**src/rtl/multi_tone_dds_if.sv**
```systemverilog
// Control, config-write and sample-output bundle of the multi-tone DDS.
interface multi_tone_dds_if #(
    parameter int SIG_WIDTH = 16,
    parameter int NUM_TONES = 8
);
    localparam int NT_W  = $clog2(NUM_TONES + 1);
    localparam int IDX_W = (NUM_TONES > 1) ? $clog2(NUM_TONES) : 1;

    logic                 i_start;
    logic [NT_W-1:0]      i_num_tones;
    logic                 i_wr_en;
    logic [1:0]           i_wr_sel;
    logic [IDX_W-1:0]     i_wr_idx;
    logic [31:0]          i_wr_data;
    logic                 i_sample_en;
    logic [SIG_WIDTH-1:0] o_dds_signal;
    logic                 o_dds_valid;
    logic                 o_busy;
    logic                 o_overrun;
    logic                 o_wr_drop;

    modport master (
        output i_start, i_num_tones, i_wr_en, i_wr_sel,
        output i_wr_idx, i_wr_data, i_sample_en,
        input  o_dds_signal, o_dds_valid, o_busy,
        input  o_overrun, o_wr_drop
    );

    modport slave (
        input  i_start, i_num_tones, i_wr_en, i_wr_sel,
        input  i_wr_idx, i_wr_data, i_sample_en,
        output o_dds_signal, o_dds_valid, o_busy,
        output o_overrun, o_wr_drop
    );
endinterface

```
**src/rtl/multi_tone_dds.sv**
```systemverilog
// Multi-tone DDS: N phase accumulators time-shared over one sine LUT and multiplier.
// Optional output saturation: define DDS_SAT_EN (default wraps to SIG_WIDTH bits).
module multi_tone_dds #(
    parameter int SIG_WIDTH      = 16,
    parameter int PHASE_WIDTH    = 32,
    parameter int LUT_ADDR_WIDTH = 8,
    parameter int NUM_TONES      = 8
) (
    input logic             clk,
    input logic             rst,
    multi_tone_dds_if.slave bus
);
    localparam int NT_W      = $clog2(NUM_TONES + 1);
    localparam int IDX_W     = (NUM_TONES > 1) ? $clog2(NUM_TONES) : 1;
    localparam int LUT_DEPTH = 1 << LUT_ADDR_WIDTH;
    localparam int PROD_W    = 2 * SIG_WIDTH;
    localparam int ACC_W     = PROD_W + $clog2(NUM_TONES);

    function automatic logic [LUT_DEPTH*SIG_WIDTH-1:0] gen_lut();
        logic [LUT_DEPTH*SIG_WIDTH-1:0] t;
        real amp;
        real v;
        int  r;
        t   = '0;
        amp = real'((1 << (SIG_WIDTH - 1)) - 1);
        for (int k = 0; k < LUT_DEPTH; k++) begin
            v = amp * $sin(2.0 * 3.14159265358979 * real'(k) / real'(LUT_DEPTH));
            r = (v >= 0.0) ? $rtoi(v + 0.5) : -$rtoi(0.5 - v);
            t[k*SIG_WIDTH +: SIG_WIDTH] = r[SIG_WIDTH-1:0];
        end
        return t;
    endfunction

    localparam logic [LUT_DEPTH*SIG_WIDTH-1:0] SINE = gen_lut();

    typedef enum logic [1:0] {IDLE, RUN, DRAIN, DONE} state_t;

    logic signed [SIG_WIDTH-1:0] lut [LUT_DEPTH];

    for (genvar g = 0; g < LUT_DEPTH; g++) begin : g_lut
        assign lut[g] = SINE[g*SIG_WIDTH +: SIG_WIDTH];
    end

    state_t                      state;
    logic [PHASE_WIDTH-1:0]      theta [NUM_TONES];
    logic [PHASE_WIDTH-1:0]      delta [NUM_TONES];
    logic signed [SIG_WIDTH-1:0] ampl  [NUM_TONES];
    logic [NT_W-1:0]             n_q;
    logic [NT_W-1:0]             k;
    logic [1:0]                  dcnt;
    logic                        iss_v;
    logic                        prod_v;
    logic signed [SIG_WIDTH-1:0] sin_q;
    logic signed [SIG_WIDTH-1:0] amp_q;
    logic signed [PROD_W-1:0]    prod_q;
    logic signed [ACC_W-1:0]     acc;
    logic                        busy;
    logic                        overrun;
    logic                        idx_ok;
    logic [NT_W-1:0]             n_in;
    logic [IDX_W-1:0]            kt;
    logic                        last;
    logic signed [SIG_WIDTH-1:0] reduced;

    if ((1 << IDX_W) > NUM_TONES) begin : g_idx_chk
        assign idx_ok = 32'(bus.i_wr_idx) < NUM_TONES;
    end else begin : g_idx_all
        assign idx_ok = 1'b1;
    end

    assign n_in = (32'(bus.i_num_tones) > NUM_TONES) ? NT_W'(NUM_TONES)
                                                      : bus.i_num_tones;
    assign kt   = k[IDX_W-1:0];
    assign last = (k == n_q - NT_W'(1));

`ifdef DDS_SAT_EN
    localparam logic signed [ACC_W-1:0] S_MAX = ACC_W'((1 << (SIG_WIDTH - 1)) - 1);
    localparam logic signed [ACC_W-1:0] S_MIN = ~S_MAX;

    logic signed [ACC_W-1:0] shifted;
    assign shifted = acc >>> (SIG_WIDTH - 1);

    always_comb begin
        reduced = shifted[SIG_WIDTH-1:0];
        if (shifted > S_MAX)
            reduced = S_MAX[SIG_WIDTH-1:0];
        else if (shifted < S_MIN)
            reduced = S_MIN[SIG_WIDTH-1:0];
    end
`else
    assign reduced = SIG_WIDTH'(acc >>> (SIG_WIDTH - 1));
`endif

    assign bus.o_busy    = busy;
    assign bus.o_overrun = overrun;

    always_ff @(posedge clk) begin
        if (rst) begin
            state            <= IDLE;
            for (int i = 0; i < NUM_TONES; i++) begin
                theta[i] <= '0;
                delta[i] <= '0;
                ampl[i]  <= '0;
            end
            n_q              <= '0;
            k                <= '0;
            dcnt             <= '0;
            iss_v            <= 1'b0;
            prod_v           <= 1'b0;
            sin_q            <= '0;
            amp_q            <= '0;
            prod_q           <= '0;
            acc              <= '0;
            busy             <= 1'b0;
            overrun          <= 1'b0;
            bus.o_dds_signal <= '0;
            bus.o_dds_valid  <= 1'b0;
            bus.o_wr_drop    <= 1'b0;
        end else begin
            bus.o_dds_valid <= 1'b0;
            bus.o_wr_drop   <= bus.i_wr_en && busy;
            if (bus.i_sample_en && busy)
                overrun <= 1'b1;
            if (bus.i_wr_en && !busy && idx_ok) begin
                unique case (bus.i_wr_sel)
                    2'd0:    theta[bus.i_wr_idx] <= bus.i_wr_data[PHASE_WIDTH-1:0];
                    2'd1:    delta[bus.i_wr_idx] <= bus.i_wr_data[PHASE_WIDTH-1:0];
                    2'd2:    ampl[bus.i_wr_idx]  <= bus.i_wr_data[SIG_WIDTH-1:0];
                    default: ;
                endcase
            end
            // product and accumulate stages run freely behind the issue stage
            iss_v  <= 1'b0;
            prod_v <= iss_v;
            prod_q <= amp_q * sin_q;
            if (prod_v)
                acc <= acc + ACC_W'(prod_q);
            unique case (state)
                IDLE: begin
                    if (bus.i_sample_en && bus.i_start) begin
                        n_q   <= n_in;
                        k     <= '0;
                        dcnt  <= '0;
                        acc   <= '0;
                        busy  <= 1'b1;
                        state <= (n_in == '0) ? DRAIN : RUN;
                    end
                end
                RUN: begin
                    iss_v     <= 1'b1;
                    sin_q     <= lut[theta[kt][PHASE_WIDTH-1 -: LUT_ADDR_WIDTH]];
                    amp_q     <= ampl[kt];
                    theta[kt] <= theta[kt] + delta[kt];
                    k         <= k + NT_W'(1);
                    if (last) begin
                        dcnt  <= '0;
                        state <= DRAIN;
                    end
                end
                DRAIN: begin
                    dcnt <= dcnt + 2'd1;
                    if (dcnt == 2'd3) begin
                        bus.o_dds_signal <= reduced;
                        bus.o_dds_valid  <= 1'b1;
                        state            <= DONE;
                    end
                end
                DONE: begin
                    busy  <= 1'b0;
                    state <= IDLE;
                end
                default: state <= IDLE;
            endcase
        end
    end
endmodule

```
**src/flat_wrapper.sv**
```systemverilog
// flat-port wrapper written by rule: the top's interface ports become plain ports
module multi_tone_dds_flat 
#(
    parameter int SIG_WIDTH      = 16,
    parameter int PHASE_WIDTH    = 32,
    parameter int LUT_ADDR_WIDTH = 8,
    parameter int NUM_TONES      = 8
)
  (clk, rst, bus_i_start, bus_i_num_tones, bus_i_wr_en, bus_i_wr_sel, bus_i_wr_idx, bus_i_wr_data, bus_i_sample_en, bus_o_dds_signal, bus_o_dds_valid, bus_o_busy, bus_o_overrun, bus_o_wr_drop);
  multi_tone_dds_if #(.SIG_WIDTH(SIG_WIDTH), .NUM_TONES(NUM_TONES)) bus_i ();
  input logic clk;
  input logic rst;
  input wire logic [$bits(bus_i.i_start)-1:0] bus_i_start;
  input wire logic [$bits(bus_i.i_num_tones)-1:0] bus_i_num_tones;
  input wire logic [$bits(bus_i.i_wr_en)-1:0] bus_i_wr_en;
  input wire logic [$bits(bus_i.i_wr_sel)-1:0] bus_i_wr_sel;
  input wire logic [$bits(bus_i.i_wr_idx)-1:0] bus_i_wr_idx;
  input wire logic [$bits(bus_i.i_wr_data)-1:0] bus_i_wr_data;
  input wire logic [$bits(bus_i.i_sample_en)-1:0] bus_i_sample_en;
  output wire logic [$bits(bus_i.o_dds_signal)-1:0] bus_o_dds_signal;
  output wire logic [$bits(bus_i.o_dds_valid)-1:0] bus_o_dds_valid;
  output wire logic [$bits(bus_i.o_busy)-1:0] bus_o_busy;
  output wire logic [$bits(bus_i.o_overrun)-1:0] bus_o_overrun;
  output wire logic [$bits(bus_i.o_wr_drop)-1:0] bus_o_wr_drop;
  assign bus_i.i_start = bus_i_start;
  assign bus_i.i_num_tones = bus_i_num_tones;
  assign bus_i.i_wr_en = bus_i_wr_en;
  assign bus_i.i_wr_sel = bus_i_wr_sel;
  assign bus_i.i_wr_idx = bus_i_wr_idx;
  assign bus_i.i_wr_data = bus_i_wr_data;
  assign bus_i.i_sample_en = bus_i_sample_en;
  assign bus_o_dds_signal = bus_i.o_dds_signal;
  assign bus_o_dds_valid = bus_i.o_dds_valid;
  assign bus_o_busy = bus_i.o_busy;
  assign bus_o_overrun = bus_i.o_overrun;
  assign bus_o_wr_drop = bus_i.o_wr_drop;
  multi_tone_dds #(.SIG_WIDTH(SIG_WIDTH), .PHASE_WIDTH(PHASE_WIDTH), .LUT_ADDR_WIDTH(LUT_ADDR_WIDTH), .NUM_TONES(NUM_TONES)) u_core (.clk(clk), .rst(rst), .bus(bus_i));
endmodule
```
**config.mk**
```make
export PLATFORM = sky130hd
export DESIGN_NAME = multi_tone_dds_flat
export DESIGN_NICKNAME = d
export VERILOG_FILES = /design/src/rtl/multi_tone_dds_if.sv /design/src/rtl/multi_tone_dds.sv /design/src/flat_wrapper.sv
export SDC_FILE = /design/constraint.sdc
export NUM_CORES = 2
export LEC_CHECK = 0
export ABC_AREA = 1
export BUFFER_PORTS_ARGS = -buffer_cell sky130_fd_sc_hd__clkbuf_2
export CAP_MARGIN = 20
export CORE_MARGIN = 3
export CORE_UTILIZATION = 45
export CTS_CLUSTER_DIAMETER = 30
export DETAILED_ROUTE_END_ITERATION = 16
export PLACE_DENSITY = 0.72
export SYNTH_ARGS = -nofsm -noshare
export SYNTH_HDL_FRONTEND = slang
export SYNTH_SLANG_ARGS = --single-unit
export TNS_END_PERCENT = 30
```
**constraint.sdc**
```tcl
create_clock -name clk -period 6.1 [get_ports clk]
set_input_delay 1.22 -clock clk [delete_from_list [all_inputs] [get_ports clk]]
set_output_delay 1.22 -clock clk [all_outputs]
set_load 0.02 [all_outputs]
```
Word level (Yosys, flattened, before mapping)

Memories as Yosys holds them, arrays and structs flattened. A register that Yosys moved wholly into a read port is not among the register bits.
Cells that the tools add are included.

Eq/ne operators: 10
Bitwise gates (word level): 2
Reductions and logical operators: 22
Add/subtract/negate cells: 5
Magnitude comparators: 1
$mul: 1
Muxes and demuxes: 50

Operator list:

| operator                                                         | number |
|---|---|
| 35-bit 2-to-1 mux                                                | 3 |
| 32-bit 2-to-1 mux                                                | 3 |
| 32-bit OR reduction                                              | 3 |
| 35-bit by 32-bit adder with 35-bit output                        | 1 |
| 32-bit adder                                                     | 1 |
| 16-bit by 16-bit multiplier with 32-bit output                   | 1 |
| 3-bit 2-to-1 mux                                                 | 8 |
| 1-bit 2-to-1 mux                                                 | 23 |
| 16-bit 2-to-1 mux                                                | 1 |
| 16-bit OR reduction                                              | 1 |
| 2-bit 2-to-1 mux                                                 | 6 |
| 8-bit NOT with 9-bit output                                      | 1 |
| 2-bit == test (second input constant)                            | 4 |
| 4-bit 2-to-1 mux                                                 | 2 |
| 2-bit case mux with 4 select lines                               | 1 |
| 4-bit case mux with 2 select lines                               | 1 |
| 2-bit AND reduction                                              | 4 |
| 2-bit by 1-bit != test with 1-bit output (second input constant) | 3 |
| 2-bit case mux with 3 select lines                               | 1 |
| 3-bit AND reduction                                              | 2 |
| 4-bit by 1-bit adder with 4-bit output (second input constant)   | 1 |
| 2-bit by 1-bit == test with 1-bit output (second input constant) | 2 |
| 4-bit == test                                                    | 1 |
| 4-bit > comparator (second input constant)                       | 1 |
| other kinds (11)                                                 | 16 |

Output and inout port bits: 20
Word-level logic and storage cells: 108
Memories kept: 4
ROM bits: 4096
Memory bits (writable): 640
Register bits: 101

Memories:

| name             | depth | width | rd ports | clocked after Yosys merged registers in | wr ports | line                  | source |
|---|---|---|---|---|---|---|---|
| (name not given) | 256   | 16    | 1        | 1                                       | 0        | multi_tone_dds.sv:151 | `sin_q <= lut[theta[kt][PHASE_WIDTH-1 -: LUT_ADDR_WIDTH]];` |
| u_core.delta     | 8     | 32    | 1        | 1                                       | 8        | multi_tone_dds.sv:46  | `logic [PHASE_WIDTH-1:0] delta [NUM_TONES];` |
| u_core.theta     | 8     | 32    | 1        | 1                                       | 8        | multi_tone_dds.sv:45  | `logic [PHASE_WIDTH-1:0] theta [NUM_TONES];` |
| u_core.ampl      | 8     | 16    | 1        | 1                                       | 8        | multi_tone_dds.sv:47  | `logic signed [SIG_WIDTH-1:0] ampl [NUM_TONES];` |

Depth between registers and ports, before layout

Depth after elaboration: 7
Gate-level depth with buffers: 26

Least setup slack after synthesis

No wires, ideal clock.

Path type: reg2reg
From: register u_core.amp_q[15] (read register of u_core.ampl)
To: register u_core.prod_q[27]
Buffers on the path: 2
Slack: 440 ps
Arrival time: 5537 ps
Period minus slack after synthesis: 5660 ps
Stages on the path, launching flop included: 23
Required time: 5977 ps
Cells stage by stage: dfxtp_1 -> clkbuf_1 -> clkbuf_1 -> nand2_1 -> inv_1 -> fa_1 -> inv_1 -> fa_1 -> inv_1 -> fa_1 -> fa_1 -> fa_1 -> inv_1 -> fa_1 -> inv_1 -> ha_1 -> a21oi_1 -> o21ai_0 -> a21oi_1 -> nand3_1 -> a31o_2 -> o21ai_0 -> a21oi_1

Word-level cells in the longest chain between the ends: 1

RTL lines:

| element                                        | line                  | source |
|---|---|---|
| from (decl)                                    | multi_tone_dds.sv:54  | `logic signed [SIG_WIDTH-1:0] amp_q;` |
| 16-bit by 16-bit multiplier with 32-bit output | multi_tone_dds.sv:135 | `prod_q <= amp_q * sin_q;` |
| to (signal assigned)                           | multi_tone_dds.sv:135 |  |
| to (decl)                                      | multi_tone_dds.sv:55  | `logic signed [PROD_W-1:0] prod_q;` |

Every way passes these cells.
A chain may end at the register's enable or synchronous reset.

Final worst setup path

From: register u_core.sin_q[2]
To: register u_core.prod_q[27]

Word-level cells in the longest chain between the ends: 1

RTL lines:

| element                                        | line                  | source |
|---|---|---|
| from (decl)                                    | multi_tone_dds.sv:53  | `logic signed [SIG_WIDTH-1:0] sin_q;` |
| 16-bit by 16-bit multiplier with 32-bit output | multi_tone_dds.sv:135 |  |

Every way passes these cells.

==> out/metrics.yaml <==
status: "finished clean"
clockBufferDepth: 3
areaGrowthSynthToFinish_pct: 15.0
synth_edf_count: 640
finalCritPeriodShare_pct: 94.5
portBuffers: 65
max_slew_margin_pct: 22.2
cp_top_family: "adder cells"
dpl.hpwl_mm: 116
cp.arrival_ns: 6.39
ff_latch_area_um2: 21900
clock_latency_ns: 0.79
drc_errors: 0
final_util_pct: 52.4
synth_top_area_cell: "edfxtp_1"
hold_viol: 0
grt_setup_unrepaired: "false"
initial_utilization_pct: 45.6
grt_pass1_wl_mm: 264
h-tree-depth: 4
swShare_pct: 44.6
wl_met1_mm: 68.1
p_int_mw: 16.1
path_max_fanout: 11
worst-path-buf-inv: 5
syn_inst: 6205
ys_top_cells_by_area: "edfxtp_1 (37%), fa_1 (10%), nand2_1 (7.9%)"
die_area_um2: 119000
synthArstFlopShare_pct: 0
syn_avg_cell_area_um2: 8.31
crit_slowest_cell: "dfxtp_1"
drt_pass1_iterations: 7
critical_path_class: "reg -> reg"
cts_tree: "done"
min_period_ns: 5.77
tightest_slew_ns: 1.17
yosysSeqAreaShare_pct: 42.4
hold_class: "reg -> reg"
synth_top_area_share_pct: 37.3
ys_ff_latch: 771
antenna_found_initial: 3
drive_gt1_share_pct: 9.76
core_um2: 113000
syn_area_um2: 51600
cts_hold_buf: 0
cts-buffers-inserted: 172
netSwitchingPower_mw: 12.9
grt_pass1_vias: 44100
crit_top_cell: "fa_1"
drt-total-wl_mm: 174
p_seq_share_pct: 22.5
synth_fp_nets: 6676
via_count: 45700
die_x_um: 345
yosysWarnings: 0
fmax_ghz: 0.173
finalSetupViolCount: 0
path_clk_slew_ns: 0.04
synth_top_flop_cell: "edfxtp_1"
path_cells: "nand2_1, inv_1, fa_1, inv_1, fa_1, inv_1, fa_1, fa_1, fa_1, inv_1, fa_1, inv_1, ha_1, a21oi_1, o21ai_0, a21oi_1, nand3_1, a31o_2, o21ai_0, a21oi_1"
grt_max_degree: 135
postCtsSetupRepairBufs: 0
slowest_delay_ns: 0.60
drt_iter0_drc: 5683
dp_slack_ns: 0.348
pwr-share-clk_pct: 32.7
maxSlewViolCount: 0
wl_per_cell_um: 22.1
grt_use_total_pct: 29.0
fp.dieH_um: 345
whs_ns: 0.405
start_kind: "flop"
final_nets: 6667
fillerInstances: 10200
top_layer: "met5"
clock_sinks: 771
combPwrFrac_pct: 44.8
wl_met2_mm: 77.6
power_density_nw_per_um2: 489
fin_tns_setup_ns: 0
fin_ws_ns: 0.333
required_ns: 6.72
ant_nets: 0
leakage_nw: 26.6
grt_overflow: 0
multi_input_area_um2: 25100
met3_length_mm: 19.1
yosysUniqueCellTypes: 57
io-pin-count: 66
cp-end-kind: "flop"
gp_congestion: 1.03
drv_cap: 0
clock_skew_ns: 0.0830
root_buffer: "clkbuf_16"
rows: 123
peakVddDrop_v: 0.000329
viasPerCell: 5.83
cell usage after synthesis (all sizes together), types with 18 or more instances:
| library cell | number |
|---|---|
| nand3 | 425 |
| a221oi | 23 |
| fa | 258 |
| buf | 129 |
| o211ai | 20 |
| ha | 167 |
| clkbuf | 259 |
| edfxtp | 640 |
| or2 | 18 |
| nor3 | 39 |
| o22ai | 197 |
| nand4 | 28 |
| xor2 | 31 |
| nor2 | 1041 |
| a31oi | 66 |
| o21ai | 512 |
| a211oi | 19 |
| a21oi | 215 |
| dfxtp | 131 |
| inv | 774 |
| nand2 | 1118 |
state kept, by name, indices dropped and copies added (netlist names), named ones only:
name,flops
u_core.acc,31
u_core.amp_q,16
u_core.ampl,128
u_core.bus.o_busy,1
u_core.bus.o_dds_signal,16
u_core.bus.o_dds_valid,1
u_core.bus.o_overrun,1
u_core.bus.o_wr_drop,1
u_core.dcnt,2
u_core.delta,256
u_core.iss_v,1
u_core.k,4
u_core.n_q,4
u_core.prod_q,31
u_core.prod_v,1
u_core.sin_q,16
u_core.state,2
u_core.theta,256
final timing paths:
path	to	cells past startpoint	slack (ns)	from
min	u_core.prod_v	2	0.41	u_core.iss_v
max	u_core.prod_q[27]	20	0.33	u_core.sin_q[2]
min reg2reg	u_core.prod_v	2	0.41	u_core.iss_v
max reg2reg	u_core.prod_q[27]	20	0.33	u_core.sin_q[2]
what timing repair did:
item / CTS / global route
endpoints found under the setup margin: 0 / 1
endpoints found under the hold margin: 0 / 0
gates resized for setup: 0 / 2
layout by cell type, fill, tap and decap left out, types with 17 or more instances in the layout:
cell	synthesis	final
nor3_1	39	39
ha_1	167	167
nand3_1	417	409
nor2_1	1023	1021
buf_4	17	129
bufinv_16	0	23
a21oi_1	214	214
clkbuf_1	259	20
clkbuf_16	0	174
a31oi_1	66	66
dfxtp_1	131	127
a221oi_1	23	23
a31o_2	17	17
clkinv_1	1	17
clkinv_2	0	25
nand4_1	28	28
clkinvlp_4	0	21
edfxtp_1	640	640
clkbuf_2	0	65
a211oi_1	19	19
o22ai_1	197	197
nor2_2	15	17
inv_1	754	752
o211ai_1	19	19
or2_2	18	18
fa_1	258	258
xor2_1	31	31
nand2_1	1091	1090
o21ai_0	493	493
inv_2	20	17
cell families after synthesis:
group           Yosys count  share of synthesized area [%]
simple gates           2681                           21.4
fa+ha+maj               425                           14.1
xor+xnor                 45                          0.779
compound gates         1120                           12.3
flops                   771                           42.4
buf+inv                1163                           9.04
power by group through the flow:
stage / Sequential [mW] / Combinational [mW] / Clock (mW)
4_1_cts: 6.51 / 12.5 / 9.52
6_report: 6.53 / 13.0 / 9.47
3_5_place_dp: 6.60 / 12.4 / 0
2_1_floorplan: 6.32 / 8.71 / 0
3_3_place_gp: 6.58 / 12.3 / 0
5_1_grt: 6.56 / 14.0 / 9.84
cell type report:
class	count	area share (%)
multi-input combinational	4271	42.4
sequential	771	36.8
clock buffer	195	7.49
inverter	775	4.92
tap	1500	3.16
clock inverter	122	2.68
timing repair buffer	205	2.53
antenna	2	0.00844
stage by stage:
| step | area [um^2] | power [mW] | cells |
|---|---|---|---|
| 2_1_floorplan | 51600 | 15.0 | 6205 |
| 3_3_place_gp | 53200 | 18.9 | 7518 |
| 3_5_place_dp | 53200 | 19.0 | 7519 |
| 4_1_cts | 59300 | 28.5 | 7836 |
| 5_1_grt | 59300 | 30.4 | 7839 |
| 6_report | 59300 | 29.0 | 7841 |
metal layers:
| layer | track usage, % | vias up |
|---|---|---|
| met5 | 0 | - |
| li1 | - | 20600 |
| met1 | 38.8 | 21700 |
| met4 | 13.7 | 2 |
| met2 | 45.0 | 2835 |
| met3 | 6.26 | 591 |
tightest hold or removal path: stages, from the launching register on:
cell and delay [ns]:
dfxtp_1 0.29, inv_1 0.04, nor2_1 0.03
Note: power is estimated with default switching activity, not from simulation.
